==> config.mk <==
export PLATFORM = sky130hd
export DESIGN_NAME = locking_rr_queue_arbiter
export DESIGN_NICKNAME = d
export VERILOG_FILES = /design/src/rtl/locking_rr_queue_arbiter.sv
export SDC_FILE = /design/constraint.sdc
export NUM_CORES = 1
export LEC_CHECK = 0
export CORE_MARGIN = 2
export CORE_UTILIZATION = 36
export DETAILED_ROUTE_END_ITERATION = 6
export GPL_ROUTABILITY_DRIVEN = 1
export PLACE_DENSITY = 0.79
export SKIP_CTS_REPAIR_TIMING = 1
export SLEW_MARGIN = 20
export SYNTH_ARGS = -nofsm -noshare
export SYNTH_HDL_FRONTEND = slang
export SYNTH_SLANG_ARGS = --single-unit
==> constraint.sdc <==
create_clock -name clk -period 3.2 [get_ports clk]
set_input_delay 0.64 -clock clk [delete_from_list [all_inputs] [get_ports clk]]
set_output_delay 0.64 -clock clk [all_outputs]
set_load 0.005 [all_outputs]
==> src/rtl/locking_rr_queue_arbiter.sv <==
// locking_rr_queue_arbiter: round-robin arbiter onto one queue enq port.
// The winner keeps the grant for a burst of BEATS transfers.
// Optional RR_ARB_STATS_EN adds grant and burst counters.
module locking_rr_queue_arbiter #(
    parameter int N = 4,
    parameter int W = 8,
    parameter int BEATS = 4,
    parameter int IW = (N > 1) ? $clog2(N) : 1
) (
    input  logic           clk,
    input  logic           reset,
    input  logic [N-1:0]   in_valid,
    output logic [N-1:0]   in_ready,
    input  logic [N*W-1:0] in_bits,
    output logic           out_valid,
    input  logic           out_ready,
    output logic [W-1:0]   out_bits,
    output logic [IW-1:0]  out_chosen,
    output logic           locked
`ifdef RR_ARB_STATS_EN
    ,
    output logic [15:0]    grant_count,
    output logic [15:0]    burst_count
`endif
);
    localparam int BW = (BEATS > 1) ? $clog2(BEATS) : 1;

    logic [IW-1:0] last_grant, lock_idx, scan_idx, chosen;
    logic [BW-1:0] beat_cnt;
    logic          found, fire, last_beat;

    // first valid requester after last_grant, or last_grant+1 when none is valid
    always_comb begin
        scan_idx = IW'((int'(last_grant) + 1) % N);
        found = 1'b0;
        for (int k = 1; k <= N; k++) begin
            if (!found && in_valid[(int'(last_grant) + k) % N]) begin
                scan_idx = IW'((int'(last_grant) + k) % N);
                found = 1'b1;
            end
        end
    end

    assign chosen     = locked ? lock_idx : scan_idx;
    assign out_chosen = chosen;
    assign out_valid  = in_valid[chosen];
    assign out_bits   = in_bits[int'(chosen)*W +: W];
    assign in_ready   = out_ready ? (N'(1) << chosen) : '0;
    assign fire       = out_valid && out_ready;
    assign last_beat  = locked && (beat_cnt == BW'(BEATS - 1));

    // round-robin pointer and burst lock advance only on a transferred beat
    always_ff @(posedge clk) begin
        if (reset) begin
            last_grant <= IW'(N - 1);
            locked     <= 1'b0;
            lock_idx   <= '0;
            beat_cnt   <= '0;
        end else if (fire) begin
            last_grant <= chosen;
            if (!locked) begin
                if (BEATS > 1) begin
                    locked   <= 1'b1;
                    lock_idx <= chosen;
                    beat_cnt <= BW'(1);
                end
            end else if (last_beat) begin
                locked   <= 1'b0;
                beat_cnt <= '0;
            end else begin
                beat_cnt <= beat_cnt + BW'(1);
            end
        end
    end

`ifdef RR_ARB_STATS_EN
    logic burst_done;
    assign burst_done = fire && (BEATS == 1 || last_beat);

    // wrapping counts of transferred beats and completed bursts
    always_ff @(posedge clk) begin
        if (reset) begin
            grant_count <= '0;
            burst_count <= '0;
        end else begin
            if (fire) grant_count <= grant_count + 16'd1;
            if (burst_done) burst_count <= burst_count + 16'd1;
        end
    end
`endif
endmodule

==> run summary, run 1 <==
The flow ran to the end, and the final reports show no timing, DRC or antenna violations. The worst setup path is launched from an input port. The worst path in the final design needs a cycle of 3.13 ns, including I/O delays and setup. The aggregate global-route resource usage is 27.0%.

The static leakage is 0.760 nW. The async set or reset register ratio after synthesis came out at 0%. The number of buffers created by CTS came out at 3.

Once the floorplan was initialized, standard cells occupied 38.8% of the core. The number of detailed-routing iterations run before antenna repair is 6. After synthesis, the largest family of logic cells by area is compound AO/OA/AOI/OAI gates. The flop and latch count out of synthesis is 7. STA puts the critical path data required time at 2.56 ns. The synthesized netlist devotes 1.43% of its cell area to adder and majority cells. The number of placement rows came out at 17. The wire length of the first global-routing pass is 5460 µm.

The filler cell count is 164. The total count of max-transition violations in the final report is 0. In this run, placement finished with an instance count of 201. The number of endpoints failing setup at the final stage is 0. STA classifies the critical path endpoint as an output port.

Of all cell types, the one taking the most synthesized area is sky130_fd_sc_hd__mux4_2. After synthesis, the most frequently instantiated cells are sky130_fd_sc_hd__mux4_2 (8), sky130_fd_sc_hd__nor2_1 (8), sky130_fd_sc_hd__dfxtp_1 (7), sky130_fd_sc_hd__inv_1 (7), sky130_fd_sc_hd__nand2b_1 (6). The floorplan step defined a die boundary enclosing 2840 µm². The pin count of the biggest net entering global routing is 15. Of the synthesized area, sequential elements account for 16.0%. Static timing analysis puts the maximum clock frequency at 0.320 GHz. The class of the tightest hold or removal check is reg -> reg. The final antenna diode count is 0. The top cell type's share of synthesized area is 20.6%.

Summing the areas of all xor and xnor instances in the mapped netlist gives 1.00% of the synthesized area. The die outline width is 53.3 µm. The number of different library cells used by synthesis comes to 46. The via count of the first global-routing pass came out at 1,158. The area of the mapped netlist is 875 µm². The core footprint is 2250 µm². The number of failing hold endpoints at the final stage came out at 0. After clock tree synthesis, the clock-pin slew on the worst setup and hold paths is 0.05 ns.

TritonCTS built the clock tree. On the final layout, the worst clock skew is 0.00530 ns. The die is 53.3 µm tall. The net count of the mapped netlist came out at 139.

The synthesized netlist devotes 25.2% of its cell area to compound gates. The DRC violation total after the first TritonRoute iteration is 19. In the synthesized netlist, mux cells make up 24.2% of the area.

Overall power consumption after layout is estimated at 1.03 mW. The total of buffers placed on input and output ports is 54. The post-synthesis average cell area is 8.83 µm². The post-detailed-route via-to-cell ratio is 5.68. The global-route congestion overflow total came out at 0. After Yosys synthesis, and, or, nand and nor cells account for 24.3% of the synthesized area. The worst slew slack as a fraction of its limit came out at 68.9%.

The maximum net fanout on the critical path came out at 5. The area of all sequential standard cells is 140 µm². The synthesis warning total came out at 0. The synthesized instance count came out at 99. The clock net sink count is 7.

For the pin with the worst max-slew slack, the measured transition is 0.460 ns. The wire length after detailed routing came out at 3780 µm. The commonest register cell after synthesis is sky130_fd_sc_hd__dfxtp_1. Summing all multi-input logic gate instances after layout gives 716 µm².

The ratio of total power to cell area is 601 nW/µm². The via count is 1,181. Of the available clock period, the critical path in the final layout requires 97.7%. The buffer cell driving the clock tree root is sky130_fd_sc_hd__clkbuf_4. The initial antenna violation count came out at 0. The net count reported at finish is 221. Ranked by total cell area, the synthesized netlist is headed by sky130_fd_sc_hd__mux4_2 (21%), sky130_fd_sc_hd__dfxtp_1 (16%), sky130_fd_sc_hd__nand2b_1 (4.3%), sky130_fd_sc_hd__nor2_1 (3.4%), sky130_fd_sc_hd__inv_1 (3.0%). The placer congestion estimate is 0.810.

Hold is met by 0.504 ns. The clock latency on the worst-skew pair is 0.25 ns. The number of H-tree levels is 1.

In this run the remaining antenna-violating nets after routing total 0. The worst setup path is of the in -> out kind. The count of boundary I/O pins is 55.

The tool flagged a number of max-cap violations equal to 0. The share of post-route cells with drive strength above 1 is 33.9%. The routed wirelength normalized by instance count came out at 18.2 µm. The worst voltage drop across the vdd grid is 0.476 mV. The DRC violation count after routing is 0. The synthesized design contains 0 enable-type register cells. The maximum number of buffers from clock root to sink came out at 2.

The worst path arrival time is 2.49 ns. The number of non-filler instances in the completed layout came out at 208. The wire-length estimate of the detail-placed layout is 2960 µm.

The area growth from synthesis to layout is 95.6%.
[per-stage QoR]
step	area (µm²)	utilization [%]	TNS, ns	worst slack [ns]
floorplan	875	-	0	0.312
global placement	1600	71.1	-5.31	-0.482
detailed placement	1600	71.1	-5.97	-0.543
CTS	1630	72.3	-6.05	-0.548
global route	1710	75.9	-0.00895	-0.00895
finish	1710	75.9	0	0.0744
[final cells by class]
class / count / area share, %
Inverter: 7 / 1.54
Timing Repair Buffer: 83 / 44.8
Tap cell: 28 / 2.05
Sequential cell: 7 / 8.19
Clock buffer: 4 / 1.54
Multi-Input combinational cell: 79 / 41.8
[sequential cells by signal (all words and copies together) (netlist names)]
| register | flops |
|---|---|
| locked | 1 |
| beat_cnt | 2 |
| lock_idx | 2 |
| last_grant | 2 |
[placed cells by master (no fill, tap or decap), drive strengths merged, types with 2 or more instances in the layout]
cell type / Yosys / final
clkdlybuf4s50: 0 / 42
buf: 5 / 32
mux4: 8 / 8
nor2: 8 / 8
inv: 7 / 7
dfxtp: 7 / 7
dlymetal6s2s: 0 / 7
nand2b: 6 / 6
clkbuf: 1 / 6
a21oi: 5 / 5
a211oi: 5 / 5
nand2: 4 / 4
o21ai: 4 / 4
and2: 3 / 3
nor3: 3 / 3
nor4: 2 / 2
nand3: 2 / 2
mux2i: 2 / 2
or3: 2 / 2
and3: 2 / 2
o311ai: 2 / 2
a31oi: 2 / 2
[cells by family (layout without fill, tap and decap cells)]
group                      count (synthesis)  count (layout)
adders and majority gates                  1               1
muxes                                     11              11
xor gates and xnor gates                   1               1
and+or+nand+nor                           38              38
buffers and inverters                     13              94
AOI/OAI and AO/OA                         28              28
DFF                                        7               7
[critical path: stages]
cell and delay [ns]:
sky130_fd_sc_hd__buf_2 0.15, sky130_fd_sc_hd__nand2b_1 0.10, sky130_fd_sc_hd__a21boi_2 0.06, sky130_fd_sc_hd__buf_4 0.14
sky130_fd_sc_hd__or4b_1 0.53, sky130_fd_sc_hd__and3_4 0.20, sky130_fd_sc_hd__mux2i_1 0.13, sky130_fd_sc_hd__clkdlybuf4s50_1 0.53
[layer usage]
| metal | global-route usage, % | wire [µm] |
|---|---|---|
| met1 | 29.9 | 1370 |
| met2 | 46.3 | 1840 |
| met3 | 10.2 | 437 |
| met4 | 9.83 | 123 |
| met5 | 0 | 0 |
[power breakdown]
part / total, mW / internal (mW) / switching [mW] / leakage [nW]
Sequential: 0.128 / 0.106 / 0.0218 / 0.0574
Clock: 0.0805 / 0.0476 / 0.0329 / 0.0150
Combinational: 0.819 / 0.491 / 0.328 / 0.687
Total: 1.03 / 0.645 / 0.383 / 0.760
[path summary, 6_finish.rpt]
check | endpoint | cells after the start | from | slack, ns
max | out_valid | 8 | in_valid[3] | 0.07
min | lock_idx[1] | 2 | lock_idx[1] | 0.50
max reg2reg | beat_cnt[1] | 7 | last_grant[1] | 1.01
min reg2reg | lock_idx[1] | 2 | lock_idx[1] | 0.50
Power figures use the tool's default switching activity.
==> inputs of run 2 (changes only) <==
--- a/config.mk
+++ b/config.mk
@@ -15,3 +15,4 @@
 export SYNTH_ARGS = -nofsm -noshare
 export SYNTH_HDL_FRONTEND = slang
 export SYNTH_SLANG_ARGS = --single-unit
+export TNS_END_PERCENT = 10
==> results of run 2 <==
Same layout as run 1: the final DEF is identical, and so are final timing and power.
==> inputs of run 3 (changes only) <==
--- a/config.mk
+++ b/config.mk
@@ -10,6 +10,7 @@
 export DETAILED_ROUTE_END_ITERATION = 6
 export GPL_ROUTABILITY_DRIVEN = 1
 export PLACE_DENSITY = 0.79
+export REMOVE_ABC_BUFFERS = 1
 export SKIP_CTS_REPAIR_TIMING = 1
 export SLEW_MARGIN = 20
 export SYNTH_ARGS = -nofsm -noshare
==> run 3 against run 2 <==
- sequential power about the same
- cell count is 2.9% higher
- clock skew down 0.0038 ns
- via count unchanged
- highest routed layer unchanged
- largest power group unchanged
- critical path depth is 2 higher
- critical path type unchanged
- worst setup slack got worse by 0.032 ns
- sequential share of layout area is 0.14 points lower
- fmax fell by 1.0%
- first-iteration DRC count fell by 5.3%
- cell area up 2.6%
- register-to-register slack lost 0.08 ns
- combinational power increased by 3.3%
==> run summary, run 3 (synthesis gave the netlist of run 1 again) <==
The flow ran to the end, and the final reports show no timing, DRC or antenna violations. The worst setup path is launched from an input port. The instance area at placement came out at 1600 µm². OpenSTA, run right after detailed placement, puts the worst setup slack at -0.586 ns.

The signal on the critical path passes through dlymetal6s2s_1, nand2b_4, a21oi_2, or3_4, o21ai_4, buf_8, buf_4, buf_4, mux4_2, clkbuf_2. The clock net sink count came out at 7. The repair_antennas step left the layout with diodes totalling 0. The clock arrives with 0.00146 ns of skew. Summed over all failing endpoints, the final setup total negative slack is 0 ns. The most numerous cell on the critical path is sky130_fd_sc_hd__buf_4. The number of buffers created by CTS is 3. Wires add up to 3550 µm. The pin count of the biggest net entering global routing came out at 15. The worst slew slack as a fraction of its limit came out at 63.8%.

The length in cells of the worst reg-to-reg path is 8. The clock network fraction of total power is 7.8%. The core footprint came out at 2250 µm². The class of the tightest hold or removal check is reg -> reg.

The portion of the clock cycle consumed by the worst path in the final layout is 98.7%. The first routing iteration left 18 violations. The initial antenna violation count was 0. For this block, wires on met1 add up to 1320 µm. The required time reported for the critical path endpoint came out at 2.56 ns. The area growth from synthesis to layout is 101%. The static leakage is 0.805 nW.

The worst setup path is captured at an output port. The wire length of the first global-routing pass came out at 4830 µm. Detailed placement ended at an HPWL of 2570 µm. Among all stages on the critical path, the largest delay is contributed by sky130_fd_sc_hd__mux4_2.

In the global route stage, overall resource usage came out at 23.0%. Together, buffers and inverters on the worst path number 5. At the end of routability-driven placement, the weighted congestion stood at 0.894. The via count of the first global-routing pass is 1,101. The ratio of total power to cell area came out at 602 nW/µm². The floorplan has 17 rows. In this run, the combinational gates consume 80.1% of the power. The finished cells cover 1760 µm².

The count of buffers added on input and output ports is 54. The largest registers in the layout are beat_cnt: 2 flops, last_grant: 2 flops, lock_idx: 2 flops. Leaving out fill and tap cells, the most frequent cell in the layout is sky130_fd_sc_hd__clkdlybuf4s50_1. The number of H-tree levels is 1. At the pin with the least slew margin, the transition time is 0.535 ns. The via count is 1,181. The number of endpoints failing setup at the final stage came out at 0. Cell internal power was estimated by the tool at 0.680 mW. The DRC violation count after routing came out at 0. The overall die area is 2840 µm². TritonCTS built the clock tree. The die outline width came out at 53.3 µm. In this run switching power makes up 35.6% of total power. The count of nets left with antenna violations once routing finished came out at 0. The worst path arrival time is 2.52 ns. The vertical die dimension came out at 53.3 µm. The maximum number of buffers from clock root to sink is 2. After layout, the design draws a total of 1.06 mW. The filler cell count is 156. The worst voltage drop across the vdd grid came out at 0.440 mV. At the end of the flow, the number of nets in the layout was 227. The root buffer cell chosen for the clock tree is sky130_fd_sc_hd__clkbuf_4. The wire length on met3 came out at 452 µm. The clock edge transition at the registers on the reported setup and hold paths came out at 0.05 ns. The clock latency on the worst-skew pair is 0.25 ns. The count of cells along the worst hold path came out at 2. The sequential power share came out at 12.1%. The reported net switching power came out at 0.376 mW.

The total of max-cap violations is 0. The number of non-filler instances in the completed layout is 214. The total count of max-transition violations in the final report came out at 0. The reg-to-reg setup timing slack came out at 0.93 ns. In the routed layout, each cell is associated on average with a via count of 5.52.

The share of post-route cells with drive strength above 1 came out at 34.4%. The fmax came out at 0.317 GHz. Before antenna repair, the detailed router went through 6 iterations.

Setup slack closes at 0.0427 ns. In the final routed layout, each cell accounts on average for 16.6 µm. The number of failing hold endpoints at the final stage came out at 0. On the critical path the largest part of the delay comes from buffers and inverters. The detailed-routed wire length on met2 is 1690 µm. The time the worst path needs with I/O delays and setup came out at 3.16 ns. The worst setup path is of the in -> out kind. After global routing the overflow that remains totals 0. The count of cell instances traversed by the critical path is 10. For this configuration, the core starts out at a cell density of 38.8%.

The count of boundary I/O pins is 55. The maximum net fanout on the critical path came out at 5. The maximum single-stage delay on the critical path is 0.48 ns. The instance count after placement with tap cells included is 200.

The top metal layer carrying routed signals is met4. In the layout the commonest cells are sky130_fd_sc_hd__clkdlybuf4s50_1 (41), sky130_fd_sc_hd__buf_4 (34), sky130_fd_sc_hd__dlymetal6s2s_1 (10), sky130_fd_sc_hd__nor2_1 (8), sky130_fd_sc_hd__mux4_2 (8).
-- run 3: cell types whose count changed in the layout (fill, tap and decap cells not counted), sizes merged --
cell           previous run  this run
clkdlybuf4s50            42        41
dlymetal6s2s              7        10
buf                      32        36
-- run 3: stage by stage --
step / hold WS [ns] / utilization [%]
after floorplan: 0.456 / -
after global placement: 0.484 / 70.8
after detailed placement: 0.499 / 70.8
after CTS: 0.506 / 71.9
after global routing: 0.542 / 77.9
final: 0.514 / 77.9
-- run 3: layer usage --
metal | up-vias | global-route usage, %
met2 | 69 | 44.7
met5 | - | 0
met1 | 542 | 23.8
li1 | 562 | -
met3 | 8 | 6.50
met4 | 0 | 4.70
-- run 3: path summary, 6_finish.rpt --
kind | startpoint | endpoint
setup / recovery | in_valid[2] | out_bits[4]
hold / removal | lock_idx[1] | lock_idx[1]
setup reg to reg | last_grant[1] | beat_cnt[1]
hold reg to reg | lock_idx[1] | lock_idx[1]
-- run 3: cell type report --
cell class	instances	area, µm²	area share [%]
multi-input cells	79	706	40.2
well taps	28	35.0	2.00
flip-flops and latches	7	141	8.05
repair buffers	89	821	46.8
inverters	7	26.3	1.50
clock buffers	4	26.3	1.50
-- run 3: worst register-to-register path, stage by stage (launching register included) --
cell and delay (ns):
sky130_fd_sc_hd__dfxtp_1 0.37, sky130_fd_sc_hd__buf_4 0.17, sky130_fd_sc_hd__xor2_1 0.22, sky130_fd_sc_hd__o32ai_1 0.13
sky130_fd_sc_hd__o311ai_1 0.48, sky130_fd_sc_hd__buf_4 0.21, sky130_fd_sc_hd__a31oi_2 0.06, sky130_fd_sc_hd__or2_4 0.29
sky130_fd_sc_hd__a41o_1 0.24
-- run 3: power groups by stage --
stage / combinational [mW] / clock, mW / sequential (mW)
2_1_floorplan: 0.340 / 0 / 0.133
4_1_cts: 0.745 / 0.0819 / 0.126
3_3_place_gp: 0.732 / 0 / 0.126
6_report: 0.846 / 0.0821 / 0.128
5_1_grt: 0.905 / 0.0839 / 0.130
3_5_place_dp: 0.742 / 0 / 0.128
